$ cat src/rtl/rgb_led_scheduler_pkg.sv
// Shared types and helpers for the RGB LED scheduler: flash FSM states, colour codes, output mux.
// Latency: n/a (types, constants and pure functions only).
// Backpressure: n/a.
package rgb_led_scheduler_pkg;

  typedef enum logic [1:0] {
    IDLE      = 2'd0,
    FLASH_ON  = 2'd1,
    FLASH_OFF = 2'd2
  } flash_state_t;

  // Colour codes are {R,G,B}
  localparam logic [2:0] COL_RED   = 3'b100;
  localparam logic [2:0] COL_GREEN = 3'b010;
  localparam logic [2:0] COL_BLUE  = 3'b001;
  localparam logic [2:0] COL_WHITE = 3'b111;
  localparam logic [2:0] COL_OFF   = 3'b000;

  // Counter width able to hold 0..n-1; never narrower than one bit.
  function automatic int cnt_w(input int n);
    return (n <= 1) ? 1 : $clog2(n);
  endfunction

  // Next LED value for one channel, given its flash state and the shared PWM gate.
  function automatic logic [2:0] led_mux(input flash_state_t st,
                                         input logic [2:0]   coin,
                                         input logic         pwm_on);
    case (st)
      IDLE:     return coin & {3{pwm_on}};
      FLASH_ON: return COL_WHITE & {3{pwm_on}};
      default:  return COL_OFF;
    endcase
  endfunction

endpackage

$ cat src/rtl/led_flash_fsm.sv
// Per-player flash sequencer: FLASH_COUNT ON/OFF pairs of FLASH_TICKS clocks each, retriggerable.
// Latency: event sampled at edge k -> FLASH_ON (busy=1) after edge k.
// Backpressure: none; events arriving mid-sequence restart it, events are ignored while enable=0.
// Ports: core_clk, rst_n (sync active-low), enable, coin_evt (1-cycle pulse) -> state, busy.
module led_flash_fsm
  import rgb_led_scheduler_pkg::*;
#(
  parameter int FLASH_TICKS = 10_000_000,
  parameter int FLASH_COUNT = 3
) (
  input  logic         core_clk,
  input  logic         rst_n,
  input  logic         enable,
  input  logic         coin_evt,
  output flash_state_t state,
  output logic         busy
);

  localparam int PH_W   = cnt_w(FLASH_TICKS);
  localparam int PAIR_W = cnt_w(FLASH_COUNT);

  localparam logic [PH_W-1:0]   PH_LAST   = PH_W'(FLASH_TICKS - 1);
  localparam logic [PAIR_W-1:0] PAIR_LAST = PAIR_W'(FLASH_COUNT - 1);

  flash_state_t      state_nxt;
  logic [PH_W-1:0]   phase, phase_nxt;   // clocks spent in current half-phase
  logic [PAIR_W-1:0] pair, pair_nxt;     // ON/OFF pairs completed

  always_ff @(posedge core_clk) begin
    if (!rst_n) begin
      state <= IDLE;
      phase <= '0;
      pair  <= '0;
    end else begin
      state <= state_nxt;
      phase <= phase_nxt;
      pair  <= pair_nxt;
    end
  end

  always_comb begin
    state_nxt = state;
    phase_nxt = phase;
    pair_nxt  = pair;
    if (!enable) begin
      // Disable aborts any flash in progress and masks events.
      state_nxt = IDLE;
      phase_nxt = '0;
      pair_nxt  = '0;
    end else if (coin_evt) begin
      // Same action from every state: start (or restart) the sequence.
      state_nxt = FLASH_ON;
      phase_nxt = '0;
      pair_nxt  = '0;
    end else begin
      case (state)
        IDLE: begin
          phase_nxt = '0;
          pair_nxt  = '0;
        end
        FLASH_ON: begin
          if (phase == PH_LAST) begin
            state_nxt = FLASH_OFF;
            phase_nxt = '0;
          end else begin
            phase_nxt = phase + PH_W'(1);
          end
        end
        FLASH_OFF: begin
          if (phase == PH_LAST) begin
            phase_nxt = '0;
            if (pair == PAIR_LAST) begin
              state_nxt = IDLE;
              pair_nxt  = '0;
            end else begin
              state_nxt = FLASH_ON;
              pair_nxt  = pair + PAIR_W'(1);
            end
          end else begin
            phase_nxt = phase + PH_W'(1);
          end
        end
        default: begin
          state_nxt = IDLE;
          phase_nxt = '0;
          pair_nxt  = '0;
        end
      endcase
    end
  end

  assign busy = (state != IDLE);

endmodule

$ cat src/rtl/rgb_led_scheduler.sv
// Time-shares two players' RGB LEDs between PWM-dimmed coin colour and a white flash sequence.
// Latency: coin/state change -> pins one edge later (LED outputs are registered).
// Backpressure: none; free-running PWM timebase, events restart flashes, enable=0 blanks all LEDs.
// Ports: CLK100MHZ, CPU_RESETN (sync active-low), enable, brightness, coin1/2 {R,G,B},
//        coin_evt1/2 (1-cycle pulses) -> LED1_R/G/B, LED2_R/G/B, busy1/2.
module rgb_led_scheduler
  import rgb_led_scheduler_pkg::*;
#(
  parameter int PWM_BITS    = 8,
  parameter int PWM_DIV     = 16,
  parameter int FLASH_TICKS = 10_000_000,
  parameter int FLASH_COUNT = 3
) (
  input  logic                CLK100MHZ,
  input  logic                CPU_RESETN,
  input  logic                enable,
  input  logic [PWM_BITS-1:0] brightness,
  input  logic [2:0]          coin1,
  input  logic [2:0]          coin2,
  input  logic                coin_evt1,
  input  logic                coin_evt2,
  output logic                LED1_R,
  output logic                LED1_G,
  output logic                LED1_B,
  output logic                LED2_R,
  output logic                LED2_G,
  output logic                LED2_B,
  output logic                busy1,
  output logic                busy2
);

  localparam int                PRE_W    = cnt_w(PWM_DIV);
  localparam logic [PRE_W-1:0]  PRE_LAST = PRE_W'(PWM_DIV - 1);

  logic [PRE_W-1:0]    presc;
  logic [PWM_BITS-1:0] pwm_cnt;
  logic [PWM_BITS-1:0] shadow;
  logic                presc_wrap;
  logic                pwm_on;
  flash_state_t        st1, st2;
  logic [2:0]          led1_q, led2_q;

  assign presc_wrap = (presc == PRE_LAST);

  // Shared PWM timebase. Runs regardless of enable so both channels stay phase-aligned.
  always_ff @(posedge CLK100MHZ) begin
    if (!CPU_RESETN) begin
      presc   <= '0;
      pwm_cnt <= '0;
      shadow  <= '0;
    end else begin
      presc <= presc_wrap ? '0 : presc + PRE_W'(1);
      if (presc_wrap) begin
        pwm_cnt <= pwm_cnt + PWM_BITS'(1);
        // Brightness is captured only as the counter rolls over to 0, so a
        // period never mixes two duty values.
        if (pwm_cnt == '1) begin
          shadow <= brightness;
        end
      end
    end
  end

  // Strict compare: full-scale brightness gives 2^N-1 on-counts out of 2^N.
  assign pwm_on = (pwm_cnt < shadow);

  led_flash_fsm #(
    .FLASH_TICKS (FLASH_TICKS),
    .FLASH_COUNT (FLASH_COUNT)
  ) u_fsm1 (
    .core_clk (CLK100MHZ),
    .rst_n    (CPU_RESETN),
    .enable   (enable),
    .coin_evt (coin_evt1),
    .state    (st1),
    .busy     (busy1)
  );

  led_flash_fsm #(
    .FLASH_TICKS (FLASH_TICKS),
    .FLASH_COUNT (FLASH_COUNT)
  ) u_fsm2 (
    .core_clk (CLK100MHZ),
    .rst_n    (CPU_RESETN),
    .enable   (enable),
    .coin_evt (coin_evt2),
    .state    (st2),
    .busy     (busy2)
  );

  // Registered pin drive: uses the FSM state as it stands before the edge,
  // so a flash shows on the pins one edge after the FSM enters it.
  always_ff @(posedge CLK100MHZ) begin
    if (!CPU_RESETN) begin
      led1_q <= COL_OFF;
      led2_q <= COL_OFF;
    end else if (!enable) begin
      led1_q <= COL_OFF;
      led2_q <= COL_OFF;
    end else begin
      led1_q <= led_mux(st1, coin1, pwm_on);
      led2_q <= led_mux(st2, coin2, pwm_on);
    end
  end

  assign {LED1_R, LED1_G, LED1_B} = led1_q;
  assign {LED2_R, LED2_G, LED2_B} = led2_q;

endmodule

$ cat config.mk
export PLATFORM = sky130hd
export DESIGN_NAME = rgb_led_scheduler
export DESIGN_NICKNAME = d
export VERILOG_FILES = /design/src/rtl/rgb_led_scheduler_pkg.sv /design/src/rtl/led_flash_fsm.sv /design/src/rtl/rgb_led_scheduler.sv
export SDC_FILE = /design/constraint.sdc
export NUM_CORES = 1
export LEC_CHECK = 0
export CAP_MARGIN = 0
export CORE_MARGIN = 8
export CORE_UTILIZATION = 58
export DETAILED_ROUTE_END_ITERATION = 8
export GPL_TIMING_DRIVEN = 1
export PLACE_DENSITY = 0.89
export SLEW_MARGIN = 10
export SYNTH_ARGS = -nofsm -noshare
export SYNTH_HDL_FRONTEND = slang
export SYNTH_SLANG_ARGS = --single-unit
$ cat constraint.sdc
create_clock -name CLK100MHZ -period 2.2 [get_ports CLK100MHZ]
set_input_delay 0.44 -clock CLK100MHZ [delete_from_list [all_inputs] [get_ports CLK100MHZ]]
set_output_delay 0.44 -clock CLK100MHZ [all_outputs]
set_load 0.005 [all_outputs]
==> flow_summary_export.csv <==
group,metric,value,unit
run_status,status,"completed",
die,dieArea,9462,sq um
timing,period_needed,2053,ps
timing,tightest_slew,577.7,ps
global_routing,track_usage,17.08,%
pwr,ir_drop,0.5942,mV
worst_setup_path,critPathBufInv,3,
clocking,clock_tree.buffer_depth,2,
pwr,power_density,651.8,nW/um^2
routing,route.detailed.drc,0,
worst_setup_path,criticalPathCategory,"register to output pin",
timing,hold_violations,0,
timing,fin_skew,4.590,ps
final_layout,drive_gt1_share,8.668,%
synthesis,synth_area,3831,sq um
timing,hold_ws,469.3,ps
worst_setup_path,crit_arrival,1610,ps
die,core,6386,sq um
timing,fin_setup_tns,0,ps
worst_setup_path,start_kind,"register",
routing,initialDrtViolationCount,139,
clocking,cts_tree,"done",
die,start_util,59.99,%
clocking,root_buffer,"clkbuf_8",
global_routing,grt_max_degree,25,
synthesis,synth_edf_count,0,
die,die_y,97.28,microns
clocking,path_clk_slew,80,ps
die,row_count,29,
worst_setup_path,slowest_stage,"clkdlybuf4s50_1",
clocking,cts_hold_buf,0,
final_layout,antennaDiodeCount,0,
synthesis,syn-num-nets,466,
worst_setup_path,endpoint_kind,"output pin",
clocking,cts.repair.resized,0,
die,pin_count,27,
final_layout,fin_nets,504,
worst_setup_path,cp_max_fo,6,
worst_setup_path,worstPathCellList,"inv_1 > ha_2 > inv_2 > clkdlybuf4s50_1",
placement,io_buffers,26,
final_layout,layout-area-overhead-vs-synth,16.98,%
routing,routed_wl,7.882,mm
clocking,cts_made_buffers,9,
timing,fin_crit_sh,93.31,%
routing,num_vias,3078,
synthesis,yosysUniqueCellTypes,46,
global_routing,grt_pass1_vias,3094,
global_routing,grt_pass1_wl,13.76,mm
synthesis,yosysWarnings,0,
clocking,clock-sinks,82,
worst_hold_path,hold_class,"register to register",
worst_setup_path,cpPeakStageDelay,510,ps
routing,routedWlPerCell,14.33,microns
timing,fmax,0.4871,GHz
run,maxCapViolCount,0,
timing,relSlewSlack,61.17,%
timing,rsz0062_at_grt,"false",
worst_hold_path,min_from,"presc[0]$_SDFF_PP0_",
synthesis,ys.flop_type,"dfxtp_1",
pwr,leakage,1.636,nW
routing,first_pass_iters,4,
die,die_x,97.28,microns
placement,dp_hpwl,5.558,mm
placement,gp_congestion,0.7975,
clocking,insertion_delay,350,ps
placement,pre_cts_slack,238.9,ps
worst_setup_path,critical_path.top_delay_family,"buffers and inverters",
clocking,htree_levels,3,
synthesis,async_flop_share,0,%
global_routing,gr-total-overflow,0,
timing,final.setup.worst_slack,147.1,ps
routing,ant_nets,0,
synthesis,yosys_register_bits,82,
worst_setup_path,reg2reg_from,"u_fsm2.phase[11]$_SDFF_PP0_",
routing,vias_per_cell,5.596,
clocking,postCtsSetupBuffers,0,
global_routing,antenna_found_initial,0,
timing,finalSetupViolations,0,
worst_setup_path,worstPathRequired,1760,ps
timing,final_max_slew_viol_count,0,
worst_setup_path,cp-startpoint,"u_fsm1.state[1]$_SDFFE_PP0P_",
synthesis,ys_seq_area_share,42.85,%
synthesis,synth_cells,430,
synthesis,avgSynthCellArea,8.910,sq um
stage by stage:
step                      util (%)  cells  total power, W  instance area, sq um
after floorplan                  -    430        0.001571                  3831
after global placement       66.20    534        0.001619                  4228
after detailed placement     66.20    534        0.001624                  4228
after CTS                    70.14    550        0.002944                  4479
after global routing         70.18    550        0.003012                  4482
final                        70.18    550        0.002921                  4482
metal layers:
layer | GRT usage (%) | share of wire (%) | vias up
met5 | 0 | 0 | -
met2 | 29.95 | 51 | 61
li1 | - | - | 1554
met4 | 6.061 | 1.6 | 0
met3 | 5.405 | 4.0 | 13
met1 | 18.89 | 43 | 1450
layout make-up:
type	count	area [sq um]
flip-flops and latches	82	1642
clock inverters	5	100.1
inverters	21	78.83
fillers	473	1904
repair buffers	37	342.8
multi-input cells	317	2071
well taps	77	96.34
clock buffers	11	151.4
logic make-up (layout without fill, tap and decap cells):
group           Yosys count  after routing  share of synthesized area [%]
simple gates            203            203                          28.35
flops                    82             82                          42.85
xor+xnor                 50             50                          11.43
compound gates           37             37                          6.042
buf+inv                  31             74                          3.168
fa+ha+maj                17             17                          5.552
mux                      10             10                          2.613
registers in the layout, indices dropped and copies added (netlist names):
name	cells
led1_q	3
led2_q	3
presc	4
pwm_cnt	8
shadow	8
u_fsm1.pair	2
u_fsm1.phase	24
u_fsm1.state	2
u_fsm2.pair	2
u_fsm2.phase	24
u_fsm2.state	2
cell usage in the layout, fill, tap and decap left out, types with 2 or more instances in the layout:
cell,instances
o21ai_0,10
and4_1,5
nand2b_1,3
nor4_2,4
nor3_1,7
a21oi_1,11
and3_1,12
dfxtp_1,82
clkdlybuf4s50_1,26
nand2_1,25
a21boi_0,4
clkinv_2,2
nor2_1,66
inv_1,20
xor2_1,32
mux2i_1,10
nor4_1,3
nor2b_1,9
buf_4,11
or2_2,2
xnor2_1,18
nor4b_1,3
a31o_2,2
or3_1,4
clkbuf_8,11
nand4_1,15
ha_1,16
bufinv_16,3
and2_1,7
nand3_1,29
worst reg2reg max path, stage by stage, from the launching register on:
cell and delay (ps):
dfxtp_1 360, or4_4 560, nor2_4 150, nand4_4 150, or3_1 390, a311oi_1 270
worst paths after layout:
check	to	slack, ps	cells past startpoint
worst min register to register	presc[0]$_SDFF_PP0_	470	1
worst max register to register	u_fsm2.state[0]$_SDFFE_PN0P_	230	5
worst max-delay path	busy1	150	4
worst min-delay path	presc[0]$_SDFF_PP0_	470	1
Yosys cell counts, drive strengths merged (4+ instances only):
| cell type | count | area, sq um |
|---|---|---|
| nand3 | 30 | 155.1 |
| nand4 | 16 | 115.1 |
| nor2b | 9 | 56.30 |
| and3 | 12 | 75.07 |
| a21oi | 11 | 55.05 |
| xor2 | 32 | 280.3 |
| nor2 | 67 | 259.0 |
| ha | 17 | 212.7 |
| clkbuf | 6 | 22.52 |
| xnor2 | 18 | 157.7 |
| mux2i | 10 | 100.1 |
| nor3 | 7 | 35.03 |
| inv | 21 | 78.83 |
| or3 | 4 | 25.02 |
| buf | 4 | 20.02 |
| o21ai | 11 | 55.05 |
| and2 | 7 | 43.79 |
| nor4 | 7 | 68.82 |
| dfxtp | 82 | 1642 |
| a21boi | 5 | 37.54 |
| nand2 | 25 | 93.84 |
| and4 | 5 | 43.79 |
report_power, final:
group,switching (W),internal [W]
clock network,0.000520,0.000812
registers,0.00000671,0.00149
logic,0.0000400,0.0000539
(Power assumes the default switching activity.)
